<file path="src/rtl/minimac3_rxq_if.sv">
// minimac3_rxq_if: engine/host handshake bundle for the receive slot queue.
// slave modport is the queue itself; master modport is the engine+host side.
interface minimac3_rxq_if #(
    parameter int unsigned IDX_W   = 2,
    parameter int unsigned COUNT_W = 11
);
    // RX engine side
    logic               eng_req;
    logic               eng_grant;
    logic [IDX_W-1:0]   eng_slot;
    logic               eng_done;
    logic [COUNT_W-1:0] eng_count;
    logic               eng_abort;

    // Host side
    logic               host_valid;
    logic [IDX_W-1:0]   host_slot;
    logic [COUNT_W-1:0] host_count;
    logic               host_ack;

    // Status
    logic               irq_rx;
    logic [IDX_W:0]     free_count;
    logic [15:0]        drop_cnt;

    modport slave (
        input  eng_req, eng_done, eng_count, eng_abort, host_ack,
        output eng_grant, eng_slot, host_valid, host_slot, host_count,
               irq_rx, free_count, drop_cnt
    );

    modport master (
        output eng_req, eng_done, eng_count, eng_abort, host_ack,
        input  eng_grant, eng_slot, host_valid, host_slot, host_count,
               irq_rx, free_count, drop_cnt
    );
endinterface

</file>
<file path="src/rtl/minimac3_rxq.sv">
// minimac3_rxq: receive buffer slot allocator with in-order completion FIFO.
// Each slot is FREE, OWNED (filled by the RX engine) or QUEUED (waiting for
// the host). Optional drop statistics counter is built when
// MINIMAC3_RXQ_STATS_EN is defined; otherwise drop_cnt is tied to zero.
module minimac3_rxq #(
    parameter int unsigned SLOTS   = 4,
    parameter int unsigned COUNT_W = 11,
    parameter int unsigned IDX_W   = 2
) (
    input  logic                 sys_clk,
    input  logic                 sys_rst_n,
    minimac3_rxq_if.slave        bus
);

    localparam int unsigned CNT_W = IDX_W + 1;

    typedef enum logic [1:0] {
        SLOT_FREE   = 2'd0,
        SLOT_OWNED  = 2'd1,
        SLOT_QUEUED = 2'd2
    } slot_e;

    typedef enum logic {
        ST_IDLE = 1'b0,
        ST_OWN  = 1'b1
    } eng_state_e;

    typedef struct packed {
        logic [IDX_W-1:0]   slot;
        logic [COUNT_W-1:0] count;
    } entry_t;

    // Registered state
    eng_state_e         state_q;
    slot_e              slot_q [SLOTS];
    logic               eng_grant_q;
    logic [IDX_W-1:0]   eng_slot_q;
    entry_t             fifo_mem [SLOTS];
    logic [IDX_W-1:0]   rd_ptr_q;
    logic [IDX_W-1:0]   wr_ptr_q;
    logic [CNT_W-1:0]   fifo_cnt_q;
    logic               host_valid_q;
    logic [IDX_W-1:0]   host_slot_q;
    logic [COUNT_W-1:0] host_count_q;
    logic [CNT_W-1:0]   free_count_q;

    // Combinational events and next values
    logic [IDX_W-1:0]   free_idx_c;
    logic               grant_c;
    logic               push_c;
    logic               abort_c;
    logic               pop_c;
    entry_t             push_entry_c;
    logic [IDX_W-1:0]   rd_ptr_n;
    logic [IDX_W-1:0]   wr_ptr_n;
    logic [CNT_W-1:0]   fifo_cnt_n;
    logic [CNT_W-1:0]   remain_c;
    entry_t             head_n;
    logic [CNT_W-1:0]   free_count_n;

    // Pointer advance modulo SLOTS (works for non power-of-two SLOTS)
    function automatic logic [IDX_W-1:0] ptr_inc(input logic [IDX_W-1:0] p);
        if (p == IDX_W'(SLOTS - 1)) begin
            return '0;
        end
        return p + IDX_W'(1);
    endfunction

    // Lowest-indexed FREE slot; descending scan so the lowest match wins
    always_comb begin
        free_idx_c = '0;
        for (int i = int'(SLOTS) - 1; i >= 0; i--) begin
            if (slot_q[i] == SLOT_FREE) begin
                free_idx_c = IDX_W'(i);
            end
        end
    end

    // Engine and host events; abort wins over done, ack ignored when empty
    always_comb begin
        grant_c      = (state_q == ST_IDLE) && bus.eng_req && (free_count_q != '0);
        abort_c      = (state_q == ST_OWN) && bus.eng_abort;
        push_c       = (state_q == ST_OWN) && bus.eng_done && !bus.eng_abort;
        pop_c        = bus.host_ack && host_valid_q;
        push_entry_c = '{slot: eng_slot_q, count: bus.eng_count};
    end

    // FIFO next-state and registered head lookahead
    always_comb begin
        rd_ptr_n   = pop_c  ? ptr_inc(rd_ptr_q) : rd_ptr_q;
        wr_ptr_n   = push_c ? ptr_inc(wr_ptr_q) : wr_ptr_q;
        fifo_cnt_n = fifo_cnt_q;
        unique case ({push_c, pop_c})
            2'b10:   fifo_cnt_n = fifo_cnt_q + CNT_W'(1);
            2'b01:   fifo_cnt_n = fifo_cnt_q - CNT_W'(1);
            default: fifo_cnt_n = fifo_cnt_q;
        endcase
        remain_c = fifo_cnt_q - CNT_W'(pop_c);
        if (fifo_cnt_n == '0) begin
            head_n = '0;
        end else if (remain_c == '0) begin
            // FIFO drains to empty this cycle, so the new head is the push
            head_n = push_entry_c;
        end else begin
            head_n = fifo_mem[rd_ptr_n];
        end
        free_count_n = free_count_q - CNT_W'(grant_c) + CNT_W'(pop_c) + CNT_W'(abort_c);
    end

    // Completion FIFO storage; contents are only read behind a valid count
    always_ff @(posedge sys_clk) begin
        if (push_c) begin
            fifo_mem[wr_ptr_q] <= push_entry_c;
        end
    end

    // Engine FSM, slot states, FIFO pointers and registered outputs
    always_ff @(posedge sys_clk or negedge sys_rst_n) begin
        if (!sys_rst_n) begin
            state_q      <= ST_IDLE;
            for (int i = 0; i < int'(SLOTS); i++) begin
                slot_q[i] <= SLOT_FREE;
            end
            eng_grant_q  <= 1'b0;
            eng_slot_q   <= '0;
            rd_ptr_q     <= '0;
            wr_ptr_q     <= '0;
            fifo_cnt_q   <= '0;
            host_valid_q <= 1'b0;
            host_slot_q  <= '0;
            host_count_q <= '0;
            free_count_q <= CNT_W'(SLOTS);
        end else begin
            unique case (state_q)
                ST_IDLE: if (grant_c)            state_q <= ST_OWN;
                ST_OWN:  if (abort_c || push_c)  state_q <= ST_IDLE;
                default:                         state_q <= ST_IDLE;
            endcase

            eng_grant_q <= grant_c;
            if (grant_c) begin
                eng_slot_q          <= free_idx_c;
                slot_q[free_idx_c]  <= SLOT_OWNED;
            end
            // The slots touched below are always distinct from the granted one
            if (abort_c) begin
                slot_q[eng_slot_q] <= SLOT_FREE;
            end
            if (push_c) begin
                slot_q[eng_slot_q] <= SLOT_QUEUED;
            end
            if (pop_c) begin
                slot_q[host_slot_q] <= SLOT_FREE;
            end

            rd_ptr_q     <= rd_ptr_n;
            wr_ptr_q     <= wr_ptr_n;
            fifo_cnt_q   <= fifo_cnt_n;
            host_valid_q <= (fifo_cnt_n != '0);
            host_slot_q  <= head_n.slot;
            host_count_q <= head_n.count;
            free_count_q <= free_count_n;
        end
    end

`ifdef MINIMAC3_RXQ_STATS_EN
    logic        drop_c;
    logic [15:0] drop_cnt_q;

    // Request refused for lack of a FREE slot
    always_comb begin
        drop_c = (state_q == ST_IDLE) && bus.eng_req && (free_count_q == '0);
    end

    // Saturating drop counter
    always_ff @(posedge sys_clk or negedge sys_rst_n) begin
        if (!sys_rst_n) begin
            drop_cnt_q <= '0;
        end else if (drop_c && (drop_cnt_q != 16'hFFFF)) begin
            drop_cnt_q <= drop_cnt_q + 16'd1;
        end
    end

    assign bus.drop_cnt = drop_cnt_q;
`else
    assign bus.drop_cnt = 16'd0;
`endif

    assign bus.eng_grant  = eng_grant_q;
    assign bus.eng_slot   = eng_slot_q;
    assign bus.host_valid = host_valid_q;
    assign bus.host_slot  = host_slot_q;
    assign bus.host_count = host_count_q;
    assign bus.irq_rx     = host_valid_q;
    assign bus.free_count = free_count_q;

endmodule

</file>
<file path="src/flat_wrapper.sv">
// flat-port wrapper written by rule: the top's interface ports become plain ports
module minimac3_rxq_flat 
#(
    parameter int unsigned SLOTS   = 4,
    parameter int unsigned COUNT_W = 11,
    parameter int unsigned IDX_W   = 2
)
  (sys_clk, sys_rst_n, bus_eng_req, bus_eng_done, bus_eng_count, bus_eng_abort, bus_host_ack, bus_eng_grant, bus_eng_slot, bus_host_valid, bus_host_slot, bus_host_count, bus_irq_rx, bus_free_count, bus_drop_cnt);
  minimac3_rxq_if #(.IDX_W(IDX_W), .COUNT_W(COUNT_W)) bus_i ();
  input  logic sys_clk;
  input  logic sys_rst_n;
  input wire logic [$bits(bus_i.eng_req)-1:0] bus_eng_req;
  input wire logic [$bits(bus_i.eng_done)-1:0] bus_eng_done;
  input wire logic [$bits(bus_i.eng_count)-1:0] bus_eng_count;
  input wire logic [$bits(bus_i.eng_abort)-1:0] bus_eng_abort;
  input wire logic [$bits(bus_i.host_ack)-1:0] bus_host_ack;
  output wire logic [$bits(bus_i.eng_grant)-1:0] bus_eng_grant;
  output wire logic [$bits(bus_i.eng_slot)-1:0] bus_eng_slot;
  output wire logic [$bits(bus_i.host_valid)-1:0] bus_host_valid;
  output wire logic [$bits(bus_i.host_slot)-1:0] bus_host_slot;
  output wire logic [$bits(bus_i.host_count)-1:0] bus_host_count;
  output wire logic [$bits(bus_i.irq_rx)-1:0] bus_irq_rx;
  output wire logic [$bits(bus_i.free_count)-1:0] bus_free_count;
  output wire logic [$bits(bus_i.drop_cnt)-1:0] bus_drop_cnt;
  assign bus_i.eng_req = bus_eng_req;
  assign bus_i.eng_done = bus_eng_done;
  assign bus_i.eng_count = bus_eng_count;
  assign bus_i.eng_abort = bus_eng_abort;
  assign bus_i.host_ack = bus_host_ack;
  assign bus_eng_grant = bus_i.eng_grant;
  assign bus_eng_slot = bus_i.eng_slot;
  assign bus_host_valid = bus_i.host_valid;
  assign bus_host_slot = bus_i.host_slot;
  assign bus_host_count = bus_i.host_count;
  assign bus_irq_rx = bus_i.irq_rx;
  assign bus_free_count = bus_i.free_count;
  assign bus_drop_cnt = bus_i.drop_cnt;
  minimac3_rxq #(.SLOTS(SLOTS), .COUNT_W(COUNT_W), .IDX_W(IDX_W)) u_core (.sys_clk(sys_clk), .sys_rst_n(sys_rst_n), .bus(bus_i));
endmodule
</file>
<file path="config.mk">
export PLATFORM = sky130hd
export DESIGN_NAME = minimac3_rxq_flat
export DESIGN_NICKNAME = d
export VERILOG_FILES = /design/src/rtl/minimac3_rxq_if.sv /design/src/rtl/minimac3_rxq.sv /design/src/flat_wrapper.sv
export SDC_FILE = /design/constraint.sdc
export NUM_CORES = 1
export LEC_CHECK = 0
export CAP_MARGIN = 20
export CORE_AREA = 2 2 87 89
export CTS_BUF_LIST = sky130_fd_sc_hd__clkbuf_16
export CTS_CLUSTER_DIAMETER = 120
export DETAILED_ROUTE_END_ITERATION = 7
export DIE_AREA = 0 0 89 91
export GPL_TIMING_DRIVEN = 1
export PLACE_DENSITY = 0.88
export SETUP_SLACK_MARGIN = 0.5
export SYNTH_ARGS = -nofsm -noshare
export SYNTH_HDL_FRONTEND = slang
export SYNTH_SLANG_ARGS = --single-unit
export TNS_END_PERCENT = 100
</file>
<file path="constraint.sdc">
create_clock -name sys_clk -period 6 [get_ports sys_clk]
set_input_delay 1.2 -clock sys_clk [delete_from_list [all_inputs] [get_ports sys_clk]]
set_output_delay 1.2 -clock sys_clk [all_outputs]
set_load 0.005 [all_outputs]
</file>
**After elaboration in Yosys (flattened, before gate mapping)**

Memory sizes are Yosys's and may differ from the RTL's.
Cells that the tools add are included.

- Add/subtract/negate cells: 8
- $lt $le $gt $ge: 6
- Eq/ne operators: 4
- Multiplexer cells: 29
- Bitwise gates (word level): 14
- Reductions and logical operators: 19

Operators with widths:

| operator | count |
|---|---|
| $mux W8 | 4 |
| $mux W13 | 2 |
| $mux W2 | 12 |
| $and A8 B8 Y8 | 2 |
| $not A8 Y8 | 2 |
| $demux W2 S2 | 3 |
| $ge A3 B3 Y1 const B | 3 |
| $logic_and A1 B1 Y1 | 9 |
| $lt A3 B1 Y1 const B | 3 |
| $not A2 Y3 | 3 |
| $and A4 B4 Y4 | 2 |
| $logic_not A2 Y1 | 4 |
| $not A4 Y4 | 2 |
| $or A4 B4 Y4 | 2 |
| $add A3 B1 Y3 | 2 |
| $eq A2 B2 Y1 const B | 3 |
| $logic_not A3 Y1 | 2 |
| $mux W1 | 6 |
| $pmux W3 S2 | 1 |
| $reduce_bool A3 Y1 | 2 |
| $sub A3 B1 Y3 | 2 |
| $add A2 B1 Y2 const B | 2 |
| $add A3 B1 Y3 const B | 1 |
| $sub A3 B1 Y3 const B | 1 |
| other kinds (5) | 5 |

- Bits in registers: 36
- Memory bits (writable): 52
- Input bits: 17
- Output and inout port bits: 37
- Logic and storage cells: 95
- Memories: 1

Memories:

| memory | depth | bits a word | read ports | clocked after memory_dff | wr ports | RTL line | source |
|---|---|---|---|---|---|---|---|
| u_core.fifo_mem | 4 | 13 | 1 | 0 | 1 | minimac3_rxq.sv:38 | `entry_t fifo_mem [SLOTS];` |

**Logic depth before layout (Yosys ltp)**

Gate-level depths: netlist of run 1.

- Depth in word-level cells: 19
- Gate-level depth with buffers: 11
- Mapped depth without buffers: 10

**Least setup slack after synthesis of run 1**

No wires, ideal clock.

- Path type: input to register
- Start: input port bus_eng_done
- End: register u_core.host_count_q[10], in the netlist u_core.bus.host_count[10]
- Data arrival time: 3.108 ns
- Data required time: 5.856 ns
- Path slack: 2.748 ns
- Stages: 11
- Buffers on the path: 1
- Path through: nand2_1 > nor2_1 > inv_1 > ha_1 > inv_1 > fa_1 > xor2_1 > o21a_1 > nor4_4 > buf_6 > a2111oi_4

RTL lines:

| element | RTL line | source |
|---|---|---|
| from (decl) | flat_wrapper.sv:13 | `input wire logic [$bits(bus_i.eng_done)-1:0] bus_eng_done;` |
| to (signal assigned) | minimac3_rxq.sv:161 | `host_count_q <= head_n.count;` |
| to (decl) | minimac3_rxq.sv:44 | `logic [COUNT_W-1:0] host_count_q;` |

==> results of run 1 <==
## cells in the mapped netlist (3+ instances only)
master | instances | area share
o21ai_0 | 8 | 0.0098
a211oi_1 | 13 | 0.024
and3_1 | 13 | 0.020
edfxtp_1 | 52 | 0.38
mux2i_1 | 14 | 0.034
buf_4 | 18 | 0.033
ha_1 | 8 | 0.025
a2111oi_4 | 10 | 0.068
buf_2 | 3 | 0.0037
xor2_1 | 3 | 0.0065
clkbuf_1 | 6 | 0.0055
fa_1 | 3 | 0.015
nand2_1 | 8 | 0.0074
nor2_1 | 21 | 0.019
dfrtp_1 | 35 | 0.22
nor3_1 | 7 | 0.0086
inv_1 | 16 | 0.015
and2_1 | 7 | 0.011
## worst paths after layout
path                           startpoint                        to  slack [ns]
setup / recovery             bus_eng_done  u_core.bus.host_count[0]        2.10
hold / removal             u_core.state_q            u_core.state_q        0.57
setup reg to reg           u_core.state_q  u_core.bus.host_count[0]        3.01
hold reg to reg            u_core.state_q            u_core.state_q        0.57
max in group asynchronous       sys_rst_n  u_core.bus.host_count[1]        4.50
min in group asynchronous       sys_rst_n  u_core.bus.free_count[1]        0.98
## critical path, delay by kind of cell
family | cells | cell delay (ns)
and+or+nand+nor | 3 | 0.52
muxes | 1 | 0.32
buffers and inverters | 4 | 1.04
adders and majority gates | 2 | 0.69
AOI/OAI and AO/OA | 1 | 0.33
## cell usage in the layout, fill, tap and decap left out, types with 3 or more instances in the layout
cell             netlist  layout
and3_1                13      13
mux2i_1               14      14
xor2_1                 3       3
nor2_1                21      21
fa_1                   3       3
clkdlybuf4s50_1        0      36
ha_1                   8       8
nor3_1                 7       7
a2111oi_4             10      10
inv_1                 16      16
edfxtp_1              52      52
a211oi_1              13      13
and2_1                 7       7
inv_6                  0       3
clkbuf_16              0       9
nand2_1                8       8
o21ai_0                8       8
conb_1                 1      16
dfrtp_1               35      35
## cell type report
| class | instances | area, sq um |
|---|---|---|
| Multi-Input combinational cell | 169 | 1410 |
| Fill cell | 496 | 2400 |
| Clock buffer | 9 | 225 |
| Tap cell | 99 | 124 |
| Inverter | 17 | 63.8 |
| Timing Repair Buffer | 38 | 373 |
| Sequential cell | 88 | 2460 |
| Clock inverter | 7 | 76.3 |
## layer usage
metal	routed length [um]	track usage
met1	3260	0.289
met2	3990	0.331
met3	413	0.0418
met4	231	0.108
met5	0	0
## sequential cells by signal, indices dropped and copies added, names as in the netlist
signal	cells
u_core.slot_q	8
u_core.bus.eng_slot	2
u_core.bus.host_count	11
u_core.bus.eng_grant	1
u_core.fifo_cnt_q	3
u_core.bus.host_slot	2
u_core.rd_ptr_q	2
u_core.bus.free_count	3
u_core.wr_ptr_q	2
u_core.state_q	1
u_core.fifo_mem	52
u_core.bus.host_valid	1
## power by group
group | internal [mW] | leakage (nW) | total (mW) | switching, mW
Sequential | 0.800 | 0.911 | 0.906 | 0.105
Clock | 0.326 | 0.144 | 0.559 | 0.232
Combinational | 0.518 | 0.762 | 1.10 | 0.579
## metrics by stage
step	setup slack [ns]	hold WS, ns	instance area (sq um)	util
2_1_floorplan	2.75	0.516	4130	-
3_3_place_gp	1.99	0.539	4430	0.621
3_5_place_dp	1.81	0.543	4430	0.621
4_1_cts	2.16	0.565	4730	0.663
5_1_grt	2.02	0.589	4730	0.663
6_report	2.10	0.575	4730	0.663
## logic make-up (layout without fill, tap and decap cells)
group	count (synthesis)	in the layout
other	1	16
multiplexers	14	14
AND/OR/NAND/NOR	71	71
adder cells (fa/ha/maj)	11	11
flip-flops	88	88
XOR/XNOR	5	5
buffers and inverters	46	71
AO/OA/AOI/OAI	52	52
==> results.json, run 1 <==
{
  "synthAdderAreaFrac": 0.0393,
  "clk_pin_slew_ns": 0.06,
  "peakVddDrop_v": 0.000239,
  "p_total_mw": 2.56,
  "grt_max_degree": 37,
  "wl_um": 7900,
  "slew_headroom": 0.309,
  "finClkSkew_ns": 0.00638,
  "slowest_delay_ns": 0.47,
  "slew_viol_final": 0,
  "ys_async_sr_fraction": 0.409,
  "die_x_um": 89,
  "antenna_found_initial": 0,
  "period_needed_ns": 3.90,
  "tightest_slew_ns": 1.04,
  "grt_usage": 0.215,
  "maxCapViolCount": 0,
  "cp_data_required_time_ns": 6.20,
  "grt_pass1_wl_um": 13000,
  "yosysSeqAreaShare": 0.605,
  "final_layout_size_suffix_gt1_frac": 0.128,
  "hold_class": "reg -> reg",
  "endpoint_kind": "flop",
  "synth-compound-area-share": 0.148,
  "io_pins": 54,
  "htreeDepth": 3,
  "dp.cells": 411,
  "die_h_um": 91,
  "cts_buffers": 9,
  "cts_buffer_depth": 2,
  "grt_pass1_vias": 2517,
  "synth_cells": 288,
  "status": "finished, final reports clean",
  "grt-ovfl-total": 0,
  "synth_simple_gate_area_frac": 0.0980,
  "cp_common_cell": "inv_1",
  "fmax_mhz": 256,
  "whs_path_depth": 2,
  "path_cells": "clkdlybuf4s50_1 -> nand2_1 -> nor2_1 -> inv_1 -> ha_1 -> inv_1 -> fa_1 -> mux2i_1 -> nor4_4 -> buf_4 -> a2111oi_1",
  "port_buffers": 37,
  "rsz0062_at_grt": "false",
  "fp.coreArea_sq_um": 7140,
  "dr.pass1.iters": 4,
  "reg2regPathDepth": 10,
  "nets": 351,
  "worstSetupStartpointType": "primary input",
  "syn2layout_area_growth_pct": 16.2,
  "synth-seq-cells": 88,
  "place_congestion": 0.818,
  "criticalPathCategory": "in -> reg",
  "route.detailed.drc": 0,
  "postCtsSetupRepairBufs": 0,
  "antenna-diode-count": 0,
  "finalSetupViolCount": 0,
  "instances_no_fill": 427,
  "min_period_over_period": 0.651,
  "syn_area_sq_um": 4070,
  "cellLeakagePower_nw": 1.82,
  "hold_buffers": 0,
  "cts_root_buf": "clkbuf_16",
  "fin_setup_tns_ns": 0,
  "cp.arrival_ns": 4.10,
  "synthMuxAreaShare": 0.0344,
  "vias": 2407,
  "crit_fanout": 14,
  "dp_hpwl_um": 4950,
  "drtIter0Drc": 288,
  "start_util": 0.571,
  "synth-edff-count": 52,
  "crit_slowest_cell": "clkdlybuf4s50_1",
  "synth-main-ff-cell": "edfxtp_1",
  "synth_top_family_by_area": "compound AO/OA/AOI/OAI gates",
  "dieArea_sq_um": 8100,
  "clock_latency_ns": 0.33,
  "hold_viol": 0,
  "cts_tree": "done",
  "postRouteAntennaNets": 0,
  "cts-resized-gates": 0,
  "avgSynthCellArea_sq_um": 14.1,
  "fp-row-count": 31,
  "synthXorXnorAreaFrac": 0.0108,
  "yosys_warnings": 0,
  "synth_cell_types": 51,
  "wl_per_cell_um": 18.5,
  "avgViaCountPerCell": 5.64,
  "power.density_nw_per_um2": 541,
  "clock_sinks": 88
}
Note: power is estimated with default switching activity, not from simulation.
==> run 2, diff against run 1 <==
--- a/config.mk
+++ b/config.mk
@@ -6,13 +6,13 @@
 export NUM_CORES = 1
 export LEC_CHECK = 0
 export CAP_MARGIN = 20
-export CORE_AREA = 2 2 87 89
+export CORE_AREA = 2 2 90 92
 export CTS_BUF_LIST = sky130_fd_sc_hd__clkbuf_16
 export CTS_CLUSTER_DIAMETER = 120
 export DETAILED_ROUTE_END_ITERATION = 7
-export DIE_AREA = 0 0 89 91
+export DIE_AREA = 0 0 92 94
 export GPL_TIMING_DRIVEN = 1
-export PLACE_DENSITY = 0.88
+export PLACE_DENSITY = 0.83
 export SETUP_SLACK_MARGIN = 0.5
 export SYNTH_ARGS = -nofsm -noshare
 export SYNTH_HDL_FRONTEND = slang
==> constraint.sdc (replaced) <==
create_clock -name sys_clk -period 4.05 [get_ports sys_clk]
set_input_delay 0.81 -clock sys_clk [delete_from_list [all_inputs] [get_ports sys_clk]]
set_output_delay 0.81 -clock sys_clk [all_outputs]
set_load 0.005 [all_outputs]
==> run 2 against run 1 <==
  * Cell area grew 0.98%
  * Register-to-register slack got worse by 1.7 ns
  * Flip-flop and latch count did not move
  * Clock power up 58%
  * Utilization decreased by 3.5 points
  * Clock-buffer cell count unchanged
  * Die area grew 6.8%
  * Combinational power increased by 49%
  * Sequential share of layout area fell by 0.50 points
  * Critical path depth grew 1
  * Worst setup slack lost 1.3 ns
==> results.json, run 2 (synthesis gave the netlist of run 1 again) <==
{
  "tightest_slew_ns": 0.828,
  "worstSetupStartpointType": "primary input",
  "hold_buffers": 0,
  "utilization": 0.628,
  "port_buffers": 37,
  "syn2layout_area_growth_pct": 17.3,
  "avgViaCountPerCell": 5.60,
  "finClkSkew_ns": 0.00763,
  "slowest_delay_ns": 0.50,
  "dp.cells": 417,
  "fp-row-count": 32,
  "path_cells": "clkdlybuf4s50_1 -> nor2_1 -> buf_4 -> inv_1 -> ha_1 -> inv_1 -> fa_1 -> xor2_1 -> nor3_1 -> nor4_4 -> buf_4 -> a2111oi_0",
  "grt_max_degree": 37,
  "grt_pass1_wl_um": 12400,
  "route.detailed.drc": 0,
  "postRouteAntennaNets": 0,
  "criticalPathCategory": "in -> reg",
  "layout_common_cells": "52 x edfxtp_1, 36 x clkdlybuf4s50_1, 35 x dfrtp_1, 21 x nor2_1, 17 x inv_1",
  "htreeDepth": 3,
  "reg2regPathDepth": 12,
  "finalSetupViolCount": 0,
  "slew_headroom": 0.448,
  "cts_buffer_depth": 2,
  "fmax_mhz": 307,
  "cts_root_buf": "clkbuf_16",
  "place_area_sq_um": 4460,
  "vias": 2423,
  "largest_reg_flops": 52,
  "peakVddDrop_v": 0.000380,
  "nets": 354,
  "dp_hpwl_um": 5080,
  "clock_sinks": 88,
  "final_layout_size_suffix_gt1_frac": 0.136,
  "cp_data_required_time_ns": 4.25,
  "hold_viol": 0,
  "die_x_um": 92,
  "status": "finished, final reports clean",
  "cts-resized-gates": 0,
  "final_area_sq_um": 4780,
  "clock_latency_ns": 0.34,
  "endpoint_kind": "flop",
  "start_util": 0.535,
  "clk_pin_slew_ns": 0.06,
  "p_total_mw": 3.86,
  "wl_um": 7920,
  "dieArea_sq_um": 8650,
  "cts_buffers": 9,
  "io_pins": 54,
  "antenna_found_initial": 0,
  "period_needed_ns": 3.26,
  "grt_usage": 0.192,
  "dp_slack_ns": 0.421,
  "fin_setup_tns_ns": 0,
  "dr.pass1.iters": 4,
  "min_period_over_period": 0.804,
  "worst_slack_ns": 0.792,
  "antenna-diode-count": 0,
  "final_common_cell": "edfxtp_1",
  "power.density_nw_per_um2": 809,
  "instances_no_fill": 433,
  "grt_pass1_vias": 2428,
  "fp.coreArea_sq_um": 7610,
  "cts_tree": "done",
  "maxCapViolCount": 0,
  "place_congestion": 0.828,
  "regMostFlops": "u_core.fifo_mem",
  "slew_viol_final": 0,
  "die_h_um": 94,
  "cp.arrival_ns": 3.46,
  "hold_class": "in -> async",
  "rsz0062_at_grt": "false",
  "grt-ovfl-total": 0,
  "cellLeakagePower_nw": 1.84,
  "drtIter0Drc": 204,
  "holdWs_ns": 0.566,
  "postCtsSetupRepairBufs": 0,
  "wl_per_cell_um": 18.3,
  "crit_slowest_cell": "clkdlybuf4s50_1",
  "crit_fanout": 14
}
## run 2: changes by cell type in the layout (fill, tap and decap cells not counted)
cell        delta
buf_4          +3
inv_6          -2
bufinv_16      +1
clkinv_1       -1
clkinvlp_4     +1
inv_1          +1
## run 2: area by class of cell
type                       instances  area, sq um
fill                             551         2830
clock buffer                       9          225
tap                              102          128
timing repair buffer              41          395
clock inverter                     7         96.3
sequential                        88         2460
multi-input combinational        169         1410
inverter                          17         63.8
## run 2: routing by layer
metal / global-route usage / vias up / routed length, um
met5: 0 / - / 0
met4: 0.0945 / 0 / 82
met3: 0.0385 / 11 / 417
met2: 0.309 / 89 / 4010
met1: 0.251 / 1216 / 3420
li1: - / 1107 / -
## run 2: report_power, final
group	switching [mW]	leakage, nW	total [mW]	internal [mW]
sequential	0.154	0.911	1.34	1.19
clock	0.343	0.153	0.884	0.541
combinational	0.857	0.776	1.64	0.784
total	1.35	1.84	3.86	2.51
## run 2: final timing paths
path | slack [ns] | endpoint | from
worst max-delay path | 0.79 | u_core.bus.host_slot[1] | bus_eng_abort
worst min-delay path | 0.57 | u_core.bus.free_count[1] | sys_rst_n
worst max register to register | 1.27 | u_core.bus.host_slot[1] | u_core.state_q
worst min register to register | 0.57 | u_core.slot_q[4] | u_core.slot_q[4]
max in group asynchronous | 2.95 | u_core.bus.host_count[7] | sys_rst_n
min in group sys_clk | 0.57 | u_core.slot_q[4] | u_core.slot_q[4]
## run 2: critical path, delay by kind of cell
family | cells | cell delay (ns)
buffers and inverters | 5 | 1.11
adders and majority gates | 2 | 0.58
and+or+nand+nor | 3 | 0.45
AOI/OAI and AO/OA | 1 | 0.35
xor gates and xnor gates | 1 | 0.16
==> run 3, diff against run 2 <==
==> constraint.sdc (replaced) <==
create_clock -name sys_clk -period 3.3 [get_ports sys_clk]
set_input_delay 0.66 -clock sys_clk [delete_from_list [all_inputs] [get_ports sys_clk]]
set_output_delay 0.66 -clock sys_clk [all_outputs]
set_load 0.005 [all_outputs]
==> run 3 against run 2 <==
  * Utilization grew 1.5 points
  * Combinational power grew 38%
  * Sequential power grew 24%
  * Via count grew 3.5%
  * Cell area grew 2.5%
  * Worst setup slack lost 0.21 ns
  * Cell count grew 3.0%
  * Non-clock buffer count grew 13
  * Clock power grew 9.4%
  * Critical path depth shrank 5
  * Power grew 27%
  * Critical path type unchanged
  * Largest cell class unchanged
  * Largest power group unchanged
==> results.json, run 3 (synthesis gave the netlist of run 1 again) <==
{
  "endpoint_kind": "flop",
  "wl_um": 8560,
  "p_total_mw": 4.90,
  "cts_root_buf": "clkbuf_16",
  "rsz0062_at_grt": "false",
  "reg2regPathDepth": 7,
  "avgViaCountPerCell": 5.62,
  "wl_per_cell_um": 19.2,
  "largest_reg_flops": 52,
  "slowest_delay_ns": 0.54,
  "layout_common_cells": "52 x edfxtp_1, 35 x dfrtp_1, 33 x clkdlybuf4s50_1, 21 x nor2_1, 16 x conb_1",
  "crit_slowest_cell": "or3b_2",
  "fp.coreArea_sq_um": 7610,
  "io_pins": 54,
  "place_area_sq_um": 4540,
  "grt_usage": 0.202,
  "fin_setup_tns_ns": 0,
  "grt_max_degree": 37,
  "final_layout_size_suffix_gt1_frac": 0.195,
  "route.detailed.drc": 0,
  "grt_pass1_wl_um": 13100,
  "hold_class": "in -> async",
  "syn2layout_area_growth_pct": 20.2,
  "dp_slack_ns": 0.0277,
  "crit_fanout": 6,
  "final_common_cell": "edfxtp_1",
  "die_x_um": 92,
  "path_cells": "clkdlybuf4s50_1 -> or3b_2 -> inv_2 -> ha_1 -> fa_1 -> inv_1 -> fa_1",
  "fp-row-count": 32,
  "holdWs_ns": 0.432,
  "slew_viol_final": 0,
  "tightest_slew_ns": 0.849,
  "status": "finished, final reports clean",
  "clock_sinks": 88,
  "worstSetupStartpointType": "primary input",
  "cts_buffer_depth": 2,
  "drtIter0Drc": 204,
  "hold_buffers": 0,
  "min_period_over_period": 0.822,
  "r2r_end": "u_core.bus.free_count[1]",
  "fillCellCount": 549,
  "hold_viol": 0,
  "peakVddDrop_v": 0.000413,
  "htreeDepth": 3,
  "dr.pass1.iters": 4,
  "nets": 367,
  "dp_hpwl_um": 5260,
  "finClkSkew_ns": 0.00787,
  "period_needed_ns": 2.71,
  "maxCapViolCount": 0,
  "final_area_sq_um": 4900,
  "cellLeakagePower_nw": 1.91,
  "postRouteAntennaNets": 0,
  "r2r-start": "u_core.bus.free_count[2]",
  "cp_data_required_time_ns": 3.51,
  "start_util": 0.535,
  "antenna_found_initial": 0,
  "slew_headroom": 0.434,
  "cts_buffers": 9,
  "clk_pin_slew_ns": 0.06,
  "reg2reg_slack_ns": 0.77,
  "criticalPathCategory": "in -> reg",
  "grt_pass1_vias": 2554,
  "cp_common_cell": "fa_1",
  "place_congestion": 0.853,
  "antenna-diode-count": 0,
  "regMostFlops": "u_core.fifo_mem",
  "power.density_nw_per_um2": 1000,
  "grt-ovfl-total": 0,
  "port_buffers": 37,
  "vias": 2508,
  "cp.arrival_ns": 2.92,
  "finalSetupViolCount": 0,
  "dieArea_sq_um": 8650,
  "worst_slack_ns": 0.587,
  "clock_latency_ns": 0.34,
  "die_h_um": 94,
  "fmax_mhz": 369,
  "cts_tree": "done"
}
run 3: layout make-up:
cell class / count / area (sq um) / share of cell area
Inverter: 17 / 63.8 / 0.0130
Tap cell: 102 / 128 / 0.0261
Multi-Input combinational cell: 169 / 1440 / 0.295
Clock inverter: 7 / 58.8 / 0.0120
Clock buffer: 9 / 225 / 0.0460
Sequential cell: 88 / 2460 / 0.503
Timing Repair Buffer: 54 / 513 / 0.105
run 3: repair_timing:
item                                    in CTS  in global routing
setup buffers                                3                  1
pin swaps                                    3                  3
resized for setup                            6                  8
endpoints found under the setup margin      11                 15
run 3: how the worst max path moves through the flow:
stage	startpoint	to	slack, ns	cells past startpoint
5_1_grt	bus_eng_req	u_core.bus.free_count[2]	0.53	9
3_5_place_dp	bus_host_ack	u_core.bus.host_count[9]	0.03	10
2_1_floorplan	bus_eng_done	u_core.bus.host_count[10]	0.59	11
3_3_place_gp	bus_host_ack	u_core.bus.host_slot[0]	0.11	10
6_report	bus_eng_req	u_core.bus.free_count[1]	0.59	7
4_1_cts	bus_eng_done	u_core.bus.host_slot[0]	0.51	12
run 3: power by group:
part           leakage, nW  switching [mW]  total (mW)  internal [mW]
clock network        0.139           0.442       0.967          0.525
logic                0.858            1.15        2.27           1.12
registers            0.911           0.204        1.66           1.45
total                 1.91            1.80        4.90           3.10
run 3: stage by stage:
stage / utilization / cells
floorplan: - / 303
detailed placement: 0.596 / 426
CTS: 0.638 / 445
global route: 0.644 / 446
finish: 0.644 / 446
global placement: 0.596 / 426
run 3: critical path: cells and delay by family:
kind          cells  cell delay (ns)
fa+ha+maj         3             1.05
buf+inv           3             0.66
simple gates      1             0.54
run 3: per-layer routing:
metal  track usage  vias up  share of wire
met5             0        -              0
met4         0.103        0          0.020
met3        0.0297       12          0.050
met2         0.328      100           0.50
met1         0.266     1265           0.43
li1              -     1131              -
